<file path="src/rtl/psum_stitcher.sv">
// Purpose: stitches overlapping 9-lane PE partial-sum chunks into a contiguous 7-lane row stream, plus a 2-lane tail beat per row.
// Latency: a beat accepted at cycle t is on out_*_o at t+1; the tail is loaded once the last body beat drains (earliest t+2).
// Backpressure: psum_ready_o drops while the registered output stage is full and stalled, and while a tail beat is owed.
//
// Ports:
//   clk, rst                 single clock, synchronous active-high reset
//   psum_i / psum_first_i / psum_last_i / psum_valid_i / psum_ready_o
//                            PE beat input (IN_NUM lanes of DW bits, lane i at [i*DW +: DW])
//   out_data_o / out_lanes_o / out_last_o / out_valid_o / out_ready_i
//                            stitched output beat (OUT_NUM lanes, lane j at [j*DW +: DW])
module psum_stitcher #(
   parameter int IW      = 24,
   parameter int FW      = 8,
   parameter int IN_NUM  = 9,
   parameter int OUT_NUM = 7
) (
   input  logic                      clk,
   input  logic                      rst,
   input  logic [IN_NUM*(IW+FW)-1:0]  psum_i,
   input  logic                      psum_first_i,
   input  logic                      psum_last_i,
   input  logic                      psum_valid_i,
   output logic                      psum_ready_o,
   output logic [OUT_NUM*(IW+FW)-1:0] out_data_o,
   output logic [2:0]                out_lanes_o,
   output logic                      out_last_o,
   output logic                      out_valid_o,
   input  logic                      out_ready_i
);

   localparam int DW = IW + FW;

   typedef enum logic [1:0] {
      S_IDLE = 2'd0,
      S_ROW  = 2'd1,
      S_TAIL = 2'd2
   } state_t;

   state_t                   state, state_nxt;
   logic [DW-1:0]            c0, c1, c0_nxt, c1_nxt;
   logic [OUT_NUM*DW-1:0]    out_data_nxt;
   logic [2:0]               out_lanes_nxt;
   logic                     out_last_nxt;
   logic                     out_valid_nxt;

   logic                     accept;
   logic                     use_carry;
   logic [DW-1:0]            carry0, carry1;

   // Ready depends only on state and the output stage, never on psum_valid_i.
   assign psum_ready_o = (state != S_TAIL) && (!out_valid_o || out_ready_i);
   assign accept       = psum_valid_i && psum_ready_o;

   // The carry only belongs to the current row while a row is open; a first
   // beat (new row, possibly abandoning an old one) or a stray beat in IDLE
   // starts from zero.
   assign use_carry = (state == S_ROW) && !psum_first_i;
   assign carry0    = use_carry ? c0 : '0;
   assign carry1    = use_carry ? c1 : '0;

   always_comb begin
      state_nxt     = state;
      c0_nxt        = c0;
      c1_nxt        = c1;
      out_data_nxt  = out_data_o;
      out_lanes_nxt = out_lanes_o;
      out_last_nxt  = out_last_o;
      out_valid_nxt = out_valid_o;

      // Output beat consumed downstream; may be refilled below in the same cycle.
      if (out_valid_o && out_ready_i) begin
         out_valid_nxt = 1'b0;
      end

      case (state)
         S_IDLE, S_ROW: begin
            if (accept) begin
               for (int j = 0; j < OUT_NUM; j++) begin
                  out_data_nxt[j*DW +: DW] = psum_i[j*DW +: DW];
               end
               // Overlap lanes: plain modulo-2^DW add, values already Q-format aligned.
               out_data_nxt[0*DW +: DW] = carry0 + psum_i[0*DW +: DW];
               out_data_nxt[1*DW +: DW] = carry1 + psum_i[1*DW +: DW];
               out_lanes_nxt = 3'd7;
               out_last_nxt  = 1'b0;
               out_valid_nxt = 1'b1;
               c0_nxt        = psum_i[7*DW +: DW];
               c1_nxt        = psum_i[8*DW +: DW];
               state_nxt     = psum_last_i ? S_TAIL : S_ROW;
            end
         end
         S_TAIL: begin
            if (!out_valid_o || out_ready_i) begin
               if (out_valid_o && out_last_o) begin
                  // Tail beat just went out: row closed.
                  state_nxt = S_IDLE;
               end else begin
                  // Body beat of the last chunk drained: the carry is the tail.
                  out_data_nxt             = '0;
                  out_data_nxt[0*DW +: DW] = c0;
                  out_data_nxt[1*DW +: DW] = c1;
                  out_lanes_nxt            = 3'd2;
                  out_last_nxt             = 1'b1;
                  out_valid_nxt            = 1'b1;
               end
            end
         end
         default: begin
            state_nxt = S_IDLE;
         end
      endcase
   end

   always_ff @(posedge clk) begin
      if (rst) begin
         state       <= S_IDLE;
         c0          <= '0;
         c1          <= '0;
         out_data_o  <= '0;
         out_lanes_o <= '0;
         out_last_o  <= 1'b0;
         out_valid_o <= 1'b0;
      end else begin
         state       <= state_nxt;
         c0          <= c0_nxt;
         c1          <= c1_nxt;
         out_data_o  <= out_data_nxt;
         out_lanes_o <= out_lanes_nxt;
         out_last_o  <= out_last_nxt;
         out_valid_o <= out_valid_nxt;
      end
   end

endmodule

</file>
<file path="config.mk">
export PLATFORM = sky130hd
export DESIGN_NAME = psum_stitcher
export DESIGN_NICKNAME = d
export VERILOG_FILES = /design/src/rtl/psum_stitcher.sv
export SDC_FILE = /design/constraint.sdc
export NUM_CORES = 1
export LEC_CHECK = 0
export CAP_MARGIN = 25
export CORE_AREA = 5 5 201 203
export DETAILED_ROUTE_END_ITERATION = 12
export DIE_AREA = 0 0 206 208
export PLACE_DENSITY = 0.81
export SYNTH_ARGS = -nofsm -noshare
export SYNTH_HDL_FRONTEND = slang
export SYNTH_SLANG_ARGS = --single-unit
</file>
<file path="constraint.sdc">
create_clock -name clk -period 3.75 [get_ports clk]
set_input_delay 0.375 -clock clk [delete_from_list [all_inputs] [get_ports clk]]
set_output_delay 0.375 -clock clk [all_outputs]
set_load 0.02 [all_outputs]
</file>
==> summary.md, run 1 <==
| Metric | Value |
|---|---|
| Psw | `0.00257 W` |
| IO buf count | `523` |
| Most frequent cells in the layout | `clkdlybuf4s50_1 (522), nand2_1 (373), a21oi_1 (339)` |
| Syn Nets | `2,263` |
| Number of routed nets with antenna violations | `0` |
| CTS Buf Count | `36` |
| Top cells by area, synth | `dfxtp_1 (40%), a21oi_1 (12%), nand2_1 (9.6%)` |
| Via count | `16,200` |
| Dpl ws | `-0.0160 ns` |
| Final non-filler cell area | `0.0216 mm^2` |
| Total global-route track usage | `25.2%` |
| Final HPWL DP | `42,100 um` |
| Max-slew violations | `0` |
| Drt first pass iters | `8` |
| Fin Clk Skew | `0.0151 ns` |
| DRC | `0` |
| Placed Area | `0.0204 mm^2` |
| Largest net degree at the start of global routing | `160` |
| Fin crit share | `92.1%` |
| Hold buffer count at cts | `0` |
| Internal power | `0.00643 W` |
| Tmin final | `3.46 ns` |
| Worst Path Max Fanout | `26` |
| Starting Density | `38.1%` |
| Post-CTS setup buffer count | `0` |
| Min-delay worst type | `input port to flop` |
| Synth warnings | `0` |
| Post-synthesis average cell area | `7.65 um^2` |
| Pin slew with the least headroom to its limit | `0.909 ns` |
| Post-synthesis cell type count | `67` |
| Dominant synthesized flop cell | `dfxtp_1` |
| GRT overflow | `0` |
| Clock Power Share | `39.8%` |
| Worst-path clk slew | `0.06 ns` |
| Final nets | `2,718` |
| Root Buffer | `clkbuf_16` |
| Commonest non-fill, non-tap cell in the layout | `clkdlybuf4s50_1` |
| Cell Pwr Density | `418 mW/mm^2` |
| Post-synthesis sequential area ratio | `40.4%` |
| Full die area | `0.0428 mm^2` |
| Max VDD drop | `0.347 mV` |
| Final RePlAce weighted congestion | `0.957` |
| Dominant cell type by area after synthesis | `dfxtp_1` |
| First-pass GRT wire length | `87,600 um` |
| Avg WL per Cell | `19.9 um` |
| Vias in the first global route | `15,800` |
| Iter 0 DRT Violations | `1,246` |
| RSZ-0062 raised after global routing | `no` |
| Row cnt | `72` |
| Final hold violations | `0` |
| Share of layout cells above drive strength 1 | `4.74%` |
| Flops & latches, synth | `294` |
| Required time of the critical path | `4.15 ns` |
| Max_cap viols | `0` |
| Final WL | `57,700 um` |
| Number of synthesized flops with an enable pin | `0` |
| Max Freq | `289 MHz` |
| Area grow syn2layout | `48.0%` |
| Slew headroom | `39.3%` |
| Top cell type's share of synthesized area | `40.4%` |
| Crit path kind | `flop to flop` |
| Cell count after synthesis | `1,905` |
| Die W | `206 um` |
| Setup crit end kind | `flop` |
| Initial antenna violation count | `8` |
| Switch share | `28.6%` |
| Final setup viols | `0` |
| Static Leak | `8.27 nW` |
| Synth async-reset ratio | `0%` |
| Run status | `completed` |
| Worst setup SP type | `flop` |
| CTS sink cnt | `294` |
| Crit path DAT | `3.85 ns` |
| Logic pwr share | `21.3%` |
| CTS H-tree depth | `2` |
| Final setup margin | `0.295 ns` |
| Vias/cell | `5.58` |
| DIE HEIGHT | `208 um` |
| Post-synthesis cell area | `0.0146 mm^2` |
| Reg power frac | `38.9%` |
| CTS-repair resized insts | `0` |
| Clock tree buffer depth | `3` |
| I/O pins | `524` |
| Skew-Pair Late Insertion Delay | `0.54 ns` |
| CTS tree | `yes` |
| CORE AREA | `0.0383 mm^2` |
-- registers in the layout, summed over array words and instances (netlist names) --
signal       flops
out_data_o     224
out_lanes_o      2
out_valid_o      1
out_last_o       1
c1              32
c0              32
state            2
-- cells in the mapped netlist, drive strengths merged (5+ instances only) --
master / count
nor4: 6
o32ai: 7
ha: 62
o21a: 14
o22ai: 18
a31oi: 8
inv: 19
dfxtp: 294
nor2b: 5
o21ai: 53
nand2: 373
xor2: 20
and3: 16
nor2: 48
buf: 17
a221oi: 7
nor3: 19
o211ai: 8
nand3: 185
a21boi: 9
a22oi: 53
or3: 7
xnor2: 20
nand4: 12
and2: 66
a21oi: 339
o31ai: 6
clkbuf: 132
a211oi: 7
a21o: 23
o21bai: 7
-- metal layers --
layer	wire length [um]	global-route usage [%]	part of all wire (%)
met1	21800	29.3	38
met2	28200	43.5	49
met3	5230	6.88	9.1
met4	2390	10.7	4.1
met5	85	0	0.15
-- path summary, 6_finish.rpt --
kind	endpoint	slack, ns	cells after the start	startpoint
setup / recovery	out_data_o[23]	0.29	12	state[1]
hold / removal	c0[31]	0.25	2	rst
setup reg to reg	out_data_o[23]	0.29	12	state[1]
hold reg to reg	out_data_o[1]	0.46	2	out_data_o[1]
-- power groups by stage --
stage | combinational (W) | clock, W | sequential (W)
CTS | 0.00192 | 0.00365 | 0.00350
floorplan | 0.000727 | 0 | 0.00375
global route | 0.00205 | 0.00378 | 0.00353
detailed placement | 0.00191 | 0 | 0.00357
global placement | 0.00188 | 0 | 0.00356
finish | 0.00192 | 0.00358 | 0.00351
-- stage by stage --
step	std cells	total power, W	hold slack, ns	util, %	setup TNS, ns
after floorplan	1905	0.00448	0.444	-	0
after global placement	2840	0.00544	0.448	53.2	0
after detailed placement	2840	0.00547	0.451	53.2	-0.0160
after CTS	2901	0.00907	0.268	56.3	0
after global routing	2902	0.00936	0.279	56.3	0
final	2902	0.00900	0.251	56.3	0
-- final cells by class --
type	count	area [um^2]
Fill cell	3400	16700
Multi-Input combinational cell	1443	8090
Sequential cell	294	5890
Timing Repair Buffer	566	5660
Clock buffer	49	1030
Tap cell	518	648
Clock inverter	12	179
Inverter	19	71.3
Antenna cell	1	2.50
-- logic make-up after synthesis --
family | Yosys count | share of synthesized area (%)
muxes | 3 | 0.206
AOI/OAI and AO/OA | 577 | 23.1
DFF | 294 | 40.4
and+or+nand+nor | 759 | 23.9
xor gates and xnor gates | 40 | 2.40
buffers and inverters | 168 | 4.40
adders and majority gates | 64 | 5.60
-- worst max-delay path, stage by stage (launching register included) --
cell and delay (ns):
dfxtp_1 0.36, nor3b_2 0.28, buf_12 0.18, buf_12 0.17, and2_1 0.15, ha_1 0.31
a21oi_1 0.22, o21ai_0 0.13, a211oi_1 0.52, a21oi_1 0.21, or3_1 0.46, xnor2_1 0.19
o22ai_1 0.10
Note: power is estimated with default switching activity, not from simulation.
==> run 2, diff against run 1 <==
--- a/config.mk
+++ b/config.mk
@@ -10,6 +10,7 @@
 export DETAILED_ROUTE_END_ITERATION = 12
 export DIE_AREA = 0 0 206 208
 export PLACE_DENSITY = 0.81
+export SLEW_MARGIN = 5
 export SYNTH_ARGS = -nofsm -noshare
 export SYNTH_HDL_FRONTEND = slang
 export SYNTH_SLANG_ARGS = --single-unit
==> results of run 2 <==
Final layout, timing and power as in run 1 (identical DEF).
